File: config.mk
export PLATFORM = sky130hd
export DESIGN_NAME = count_trend_decoder_flat
export DESIGN_NICKNAME = d
export VERILOG_FILES = /design/src/rtl/count_trend_pkg.sv /design/src/rtl/count_trend_decoder_if.sv /design/src/rtl/count_delta_classify.sv /design/src/rtl/count_trend_decoder.sv /design/src/flat_wrapper.sv
export SDC_FILE = /design/constraint.sdc
export NUM_CORES = 1
export LEC_CHECK = 0
export CAP_MARGIN = 20
export CORE_MARGIN = 4
export CORE_UTILIZATION = 51
export DETAILED_ROUTE_END_ITERATION = 7
export GPL_TIMING_DRIVEN = 0
export HOLD_SLACK_MARGIN = 0.15
export PLACE_DENSITY = 0.78
export SLEW_MARGIN = 15
export SYNTH_ARGS = -nofsm -noshare
export SYNTH_HDL_FRONTEND = slang
export SYNTH_SLANG_ARGS = --single-unit
File: constraint.sdc
create_clock -name clk -period 4.15 [get_ports clk]
set_input_delay 0.6225 -clock clk [delete_from_list [all_inputs] [get_ports clk]]
set_output_delay 0.6225 -clock clk [all_outputs]
set_load 0.005 [all_outputs]
File: src/rtl/count_trend_pkg.sv
// Shared types and constants for the count trend observer.
// Event and direction encodings match the values seen on the output bus.
package count_trend_pkg;

    localparam int unsigned STAT_W = 16;

    typedef enum logic [1:0] {
        EvtHold = 2'd0,
        EvtUp   = 2'd1,
        EvtDn   = 2'd2,
        EvtLoad = 2'd3
    } evt_t;

    typedef enum logic [1:0] {
        DirNoref = 2'd0,
        DirUp    = 2'd1,
        DirDn    = 2'd2,
        DirIdle  = 2'd3
    } dir_t;

    function automatic logic [STAT_W-1:0] stat_inc(input logic [STAT_W-1:0] v);
        return (v == '1) ? v : v + STAT_W'(1);
    endfunction

endpackage

File: src/rtl/count_trend_decoder_if.sv
// Sample/event bus between a count stream source (master) and the trend decoder (slave).
// COUNT_TREND_STATS_EN adds the statistics clear input and event counters.
interface count_trend_decoder_if #(
    parameter int unsigned W     = 4,
    parameter int unsigned RUN_W = 8
);
    import count_trend_pkg::*;

    logic             smp_valid;
    logic [W-1:0]     cnt_in;
    logic             evt_valid;
    evt_t             evt;
    logic             wrap;
    dir_t             dir;
    logic [RUN_W-1:0] run_len;
    logic             dir_chg;
`ifdef COUNT_TREND_STATS_EN
    logic              stats_clr;
    logic [STAT_W-1:0] n_up;
    logic [STAT_W-1:0] n_dn;
    logic [STAT_W-1:0] n_load;
    logic [STAT_W-1:0] n_wrap;

    modport master (
        output smp_valid, cnt_in, stats_clr,
        input  evt_valid, evt, wrap, dir, run_len, dir_chg, n_up, n_dn, n_load, n_wrap
    );
    modport slave (
        input  smp_valid, cnt_in, stats_clr,
        output evt_valid, evt, wrap, dir, run_len, dir_chg, n_up, n_dn, n_load, n_wrap
    );
`else
    modport master (
        output smp_valid, cnt_in,
        input  evt_valid, evt, wrap, dir, run_len, dir_chg
    );
    modport slave (
        input  smp_valid, cnt_in,
        output evt_valid, evt, wrap, dir, run_len, dir_chg
    );
`endif

endinterface

File: src/rtl/count_delta_classify.sv
// Combinational classifier of one counter transition (prev -> cur), modulo 2^W.
module count_delta_classify
    import count_trend_pkg::*;
#(
    parameter int unsigned W = 4
) (
    input  logic [W-1:0] prev_i,
    input  logic [W-1:0] cur_i,
    output evt_t         evt_o,
    output logic         wrap_o
);

    logic [W-1:0] delta;

    always_comb begin
        delta = cur_i - prev_i;
        evt_o = EvtLoad;
        if (delta == '0) begin
            evt_o = EvtHold;
        end else if (delta == W'(1)) begin
            evt_o = EvtUp;
        end else if (delta == '1) begin
            evt_o = EvtDn;
        end
        wrap_o = ((evt_o == EvtUp) && (prev_i == '1)) || ((evt_o == EvtDn) && (prev_i == '0));
    end

endmodule

File: src/rtl/count_trend_decoder.sv
// Observes a W-bit up/down counter stream and reports step events, direction and run length.
// COUNT_TREND_STATS_EN adds saturating per-event statistics counters.
module count_trend_decoder
    import count_trend_pkg::*;
#(
    parameter int unsigned W     = 4,
    parameter int unsigned RUN_W = 8
) (
    input  logic                 clk,
    input  logic                 rst,
    count_trend_decoder_if.slave bus
);

    logic [W-1:0]     prev_q, prev_d;
    dir_t             dir_q, dir_d;
    logic             evt_valid_q, evt_valid_d;
    evt_t             evt_q, evt_d;
    logic             wrap_q, wrap_d;
    logic [RUN_W-1:0] run_len_q, run_len_d;
    logic             dir_chg_q, dir_chg_d;

    evt_t cls_evt;
    logic cls_wrap;

    count_delta_classify #(.W(W)) u_classify (
        .prev_i (prev_q),
        .cur_i  (bus.cnt_in),
        .evt_o  (cls_evt),
        .wrap_o (cls_wrap)
    );

    function automatic logic [RUN_W-1:0] run_inc(input logic [RUN_W-1:0] v);
        return (v == '1) ? v : v + RUN_W'(1);
    endfunction

    always_comb begin
        prev_d      = prev_q;
        dir_d       = dir_q;
        run_len_d   = run_len_q;
        evt_d       = evt_q;
        wrap_d      = wrap_q;
        evt_valid_d = 1'b0;
        dir_chg_d   = 1'b0;
        if (bus.smp_valid) begin
            prev_d = bus.cnt_in;
            if (dir_q == DirNoref) begin
                // First sample only establishes the reference value.
                dir_d     = DirIdle;
                run_len_d = '0;
            end else begin
                evt_valid_d = 1'b1;
                evt_d       = cls_evt;
                wrap_d      = cls_wrap;
                unique case (cls_evt)
                    EvtUp: begin
                        dir_d     = DirUp;
                        run_len_d = (dir_q == DirUp) ? run_inc(run_len_q) : RUN_W'(1);
                        dir_chg_d = (dir_q == DirDn);
                    end
                    EvtDn: begin
                        dir_d     = DirDn;
                        run_len_d = (dir_q == DirDn) ? run_inc(run_len_q) : RUN_W'(1);
                        dir_chg_d = (dir_q == DirUp);
                    end
                    EvtLoad: begin
                        dir_d     = DirIdle;
                        run_len_d = '0;
                    end
                    default: ;
                endcase
            end
        end
    end

    always_ff @(posedge clk) begin
        if (rst) begin
            prev_q      <= '0;
            dir_q       <= DirNoref;
            evt_valid_q <= 1'b0;
            evt_q       <= EvtHold;
            wrap_q      <= 1'b0;
            run_len_q   <= '0;
            dir_chg_q   <= 1'b0;
        end else begin
            prev_q      <= prev_d;
            dir_q       <= dir_d;
            evt_valid_q <= evt_valid_d;
            evt_q       <= evt_d;
            wrap_q      <= wrap_d;
            run_len_q   <= run_len_d;
            dir_chg_q   <= dir_chg_d;
        end
    end

    assign bus.evt_valid = evt_valid_q;
    assign bus.evt       = evt_q;
    assign bus.wrap      = wrap_q;
    assign bus.dir       = dir_q;
    assign bus.run_len   = run_len_q;
    assign bus.dir_chg   = dir_chg_q;

`ifdef COUNT_TREND_STATS_EN
    logic [STAT_W-1:0] n_up_q, n_dn_q, n_load_q, n_wrap_q;

    // Counted from next-state so the counters move together with evt_valid.
    always_ff @(posedge clk) begin
        if (rst || bus.stats_clr) begin
            n_up_q   <= '0;
            n_dn_q   <= '0;
            n_load_q <= '0;
            n_wrap_q <= '0;
        end else if (evt_valid_d) begin
            if (evt_d == EvtUp)   n_up_q   <= stat_inc(n_up_q);
            if (evt_d == EvtDn)   n_dn_q   <= stat_inc(n_dn_q);
            if (evt_d == EvtLoad) n_load_q <= stat_inc(n_load_q);
            if (wrap_d)           n_wrap_q <= stat_inc(n_wrap_q);
        end
    end

    assign bus.n_up   = n_up_q;
    assign bus.n_dn   = n_dn_q;
    assign bus.n_load = n_load_q;
    assign bus.n_wrap = n_wrap_q;
`endif

endmodule

File: src/flat_wrapper.sv
// flat-port wrapper written by rule: the top's interface ports become plain ports
module count_trend_decoder_flat import count_trend_pkg::*;
#(
    parameter int unsigned W     = 4,
    parameter int unsigned RUN_W = 8
)
  (clk, rst, bus_smp_valid, bus_cnt_in, bus_evt_valid, bus_evt, bus_wrap, bus_dir, bus_run_len, bus_dir_chg);
  count_trend_decoder_if #(.W(W), .RUN_W(RUN_W)) bus_i ();
  input  logic clk;
  input  logic rst;
  input wire logic [$bits(bus_i.smp_valid)-1:0] bus_smp_valid;
  input wire logic [$bits(bus_i.cnt_in)-1:0] bus_cnt_in;
  output wire logic [$bits(bus_i.evt_valid)-1:0] bus_evt_valid;
  output wire logic [$bits(bus_i.evt)-1:0] bus_evt;
  output wire logic [$bits(bus_i.wrap)-1:0] bus_wrap;
  output wire logic [$bits(bus_i.dir)-1:0] bus_dir;
  output wire logic [$bits(bus_i.run_len)-1:0] bus_run_len;
  output wire logic [$bits(bus_i.dir_chg)-1:0] bus_dir_chg;
  assign bus_i.smp_valid = bus_smp_valid;
  assign bus_i.cnt_in = bus_cnt_in;
  assign bus_evt_valid = bus_i.evt_valid;
  assign bus_evt = bus_i.evt;
  assign bus_wrap = bus_i.wrap;
  assign bus_dir = bus_i.dir;
  assign bus_run_len = bus_i.run_len;
  assign bus_dir_chg = bus_i.dir_chg;
  count_trend_decoder #(.W(W), .RUN_W(RUN_W)) u_core (.clk(clk), .rst(rst), .bus(bus_i));
endmodule
==> metrics.md <==
| Metric | Value |
|---|---|
| Status | finished, final reports clean |
| Reg-to-reg slack, setup | 0.65 ns |
| Post-CTS setup buffers | 0 |
| CTS tree | built |
| Initial antenna violation count | 0 |
| Routed vias/inst | 5.82 |
| Crit path required time | 4.37 ns |
| WL/cell | 13.9 µm |
| Ys Warns | 0 |
| Post-synth cell types | 44 |
| Row count | 17 |
| CP Launch Type | input pin |
| Via count | 1117 |
| First-pass GRT wire length | 4510 µm |
| Hold Crit Class | reg -> reg |
| Total core area | 2210 µm² |
| Area growth from synthesis to layout | 22.3% |
| Die Width | 56.0 µm |
| Seq/Total Area, Yosys | 32.3% |
| Period utilization | 94.1% |
| Combinational share of power | 26.7% |
| Power share of the sequential group | 49.8% |
| Root Driver | clkbuf_4 |
| Final ANT Viol Nets | 0 |
| Crit. Startpoint | bus_cnt_in[0] |
| Worst Max-Slew Pin Slew | 0.554 ns |
| Mux contribution to synthesized area | 5.42% |
| Clk Latency, worst-skew pair | 0.30 ns |
| Clk pin slew, worst setup/hold paths | 0.11 ns |
| Pint | 278 µW |
| Final TNS setup | 0 ns |
| Ant diodes | 0 |
| Fmax | 256 MHz |
| Critical Path AT | 4.13 ns |
| DP HPWL | 1980 µm |
| Crit-path cells | clkdlybuf4s50_1 > inv_1 > ha_1 > fa_1 > xor2_1 > nand2_1 > a21oi_2 > inv_1 > ha_1 > o21bai_1 > nor4_1 > nand3_1 > o311a_1 > buf_6 > buf_8 > a221oi_2 |
| Commonest non-fill, non-tap cell in the layout | clkdlybuf4s50_1 |
| First-pass DRT Iterations | 4 |
| Post_cts resized | 0 |
| Post-synthesis net count | 154 |
| Avg Inst Size Synth | 8.41 µm² |
| # port buffers | 20 |
| Drc violations | 0 |
| GRT Resource Usage Total | 17.4% |
| Most frequent cells in the layout | clkdlybuf4s50_1, dfxtp_1, nor2_1, inv_1, nand2_1 |
| Post-Route WL | 2680 µm |
| H-tree levels | 1 |
| Synthesized instance count | 140 |
| Synthesized area | 1180 µm² |
| Largest net degree at the start of global routing | 12 |
| Slew headroom | 62.8% |
| Worst Skew | 0.00401 ns |
| Share of cells above drive strength 1 | 9.15% |
| Setup CP Type | in -> reg |
| Synth Area in Compound Gates | 21.3% |
| Final setup fails | 0 |
| Synthesized flop and latch total | 19 |
| CTS max path bufs | 2 |
| Hold_buf cts | 0 |
| Die Span Y | 56.0 µm |
| Final Hold Viols | 0 |
| Vias in the first global route | 1056 |
| Gpl congestion | 0.788 |
| CTS Buf Count | 3 |
| RSZ-0062 raised after global routing | no |
| CP peak stage delay | 0.48 ns |
| Starting density of the core | 53.2% |
| Largest family of logic cells by synthesized area | simple AND/OR/NAND/NOR gates |
| Setup crit end kind | register |
| Period minus WS final | 3.91 ns |
| Ports | 22 |
| Worst Hold Launch | u_core.bus.evt[0]$_SDFFE_PP0P_ |
| Max Slew Vio Count | 0 |
| PD cells | 280 nW/µm² |
| Worst r2r dst | u_core.bus.run_len[7]$_SDFFE_PP0P_ |
| Sw frac | 31.1% |
| Clock Sinks | 19 |
| CP Max Fanout | 10 |
| Slowest cell on crit path | clkdlybuf4s50_1 |
| Hold WS | 0.460 ns |
| P_sw | 125 µW |
| Critical path endpoint | u_core.bus.run_len[7]$_SDFFE_PP0P_ |
| Initial drt markers | 22 |
| Pleak | 0.526 nW |
| Max VDD drop | 270 µV |
| Reg2reg start | u_core.prev_q[2]$_SDFFE_PP0P_ |
| Final-stage net count | 179 |
| XOR/XNOR share of the synthesized area | 2.23% |
| GRT Residual Overflow | 0 |
| Adder-Cell Fraction of Synth Area | 8.08% |
| Register-to-Register Path Depth | 15 |
| Simple-gate share of the synthesized area | 23.4% |
| Clock power frac | 23.5% |
| Die ar. | 3140 µm² |
| Max-Cap Viols | 0 |
==> per-layer routing <==
| metal | GRT usage, % | vias up | routed length [µm] |
|---|---|---|---|
| met1 | 19.4 | 538 | 1150 |
| met5 | 0 | - | 0 |
| met2 | 33.7 | 28 | 1380 |
| met4 | 5.08 | 0 | 19 |
| li1 | - | 549 | - |
| met3 | 2.09 | 2 | 120 |
==> critical path: cells and delay by family <==
kind                     cells  cell delay, ns
AND/OR/NAND/NOR              3            0.46
AO/OA/AOI/OAI                4            0.96
adder cells (fa/ha/maj)      3            0.86
XOR/XNOR                     1            0.31
buffers and inverters        5            0.91
==> kinds of logic (layout without fill, tap and decap cells) <==
group                      count (synthesis)  after routing
xor gates and xnor gates                   3              3
and+or+nand+nor                           54             54
AOI/OAI and AO/OA                         33             33
buffers and inverters                     18             42
DFF                                       19             19
adders and majority gates                  7              7
muxes                                      6              6
==> worst min path at each step <==
stage / slack, ns / endpoint / cells after the start
2_1_floorplan: 0.45 / u_core.bus.evt[0]$_SDFFE_PP0P_ / 2
3_3_place_gp: 0.45 / u_core.bus.evt[0]$_SDFFE_PP0P_ / 2
3_5_place_dp: 0.45 / u_core.bus.evt[0]$_SDFFE_PP0P_ / 2
4_1_cts: 0.47 / u_core.bus.evt[0]$_SDFFE_PP0P_ / 2
5_1_grt: 0.48 / u_core.bus.evt[0]$_SDFFE_PP0P_ / 2
6_report: 0.46 / u_core.bus.evt[0]$_SDFFE_PP0P_ / 2
==> sequential cells by signal, indices dropped and copies added (netlist names) <==
name,count
u_core.bus.dir,2
u_core.bus.run_len,8
u_core.prev_q,4
u_core.bus.dir_chg,1
u_core.bus.evt_valid,1
u_core.bus.evt,2
u_core.bus.wrap,1
==> per-stage QoR <==
step           cells  util (%)  power [mW]  setup WS, ns  cell area (µm²)
2_1_floorplan    140         -       0.276         0.823             1180
3_3_place_gp     188      63.9       0.307         0.159             1410
3_5_place_dp     188      63.9       0.311       0.00860             1410
4_1_cts          192      65.1       0.408         0.295             1440
5_1_grt          192      65.1       0.426        0.0544             1440
6_report         192      65.1       0.403         0.244             1440
==> synthesized netlist by cell type (all sizes together) <==
cell type   n  area (µm²)
mux2i       6        63.8
o2bb2ai     1        8.76
ha          6        75.1
a311oi      1        8.76
a21oi       7        38.8
o211ai      1        7.51
o31ai       2        20.0
nand2b      3        18.8
a211oi      3        27.5
and3b       1        8.76
nand3       8        40.0
or3         1        11.3
nor2b       2        12.5
o21bai      1        7.51
o21ai       8        40.0
nor2       16        60.1
o311a       1        10.0
nor3b       1        7.51
and2        1        8.76
clkbuf      1        3.75
fa          1        20.0
and3        1        6.26
nand4       4        25.0
and4        1        8.76
buf         4        33.8
inv        13        48.8
nand2       9        33.8
xnor2       1        8.76
dfxtp      19         380
a21o        1        7.51
a21boi      3        22.5
a31oi       1        6.26
a221oi      3        45.0
nor3        3        15.0
xor2        2        17.5
nor4        3        18.8
==> area by class of cell <==
class                   instances  area [µm²]
multi-input cells             103         711
well taps                      28        35.0
repair buffers                 20         200
inverters                      13        48.8
fillers                       217         772
plain buffers                   5        37.5
flip-flops and latches         19         380
clock inverters                 1        5.00
clock buffers                   3        22.5
==> power by group through the flow <==
stage	Clock [mW]	Sequential [mW]	Combinational, mW
after floorplan	0	0.204	0.0721
after global placement	0	0.204	0.103
after detailed placement	0	0.205	0.106
after CTS	0.100	0.201	0.107
after global routing	0.105	0.202	0.118
final	0.0947	0.201	0.108
No activity file was read; power rests on OpenSTA's default activity.
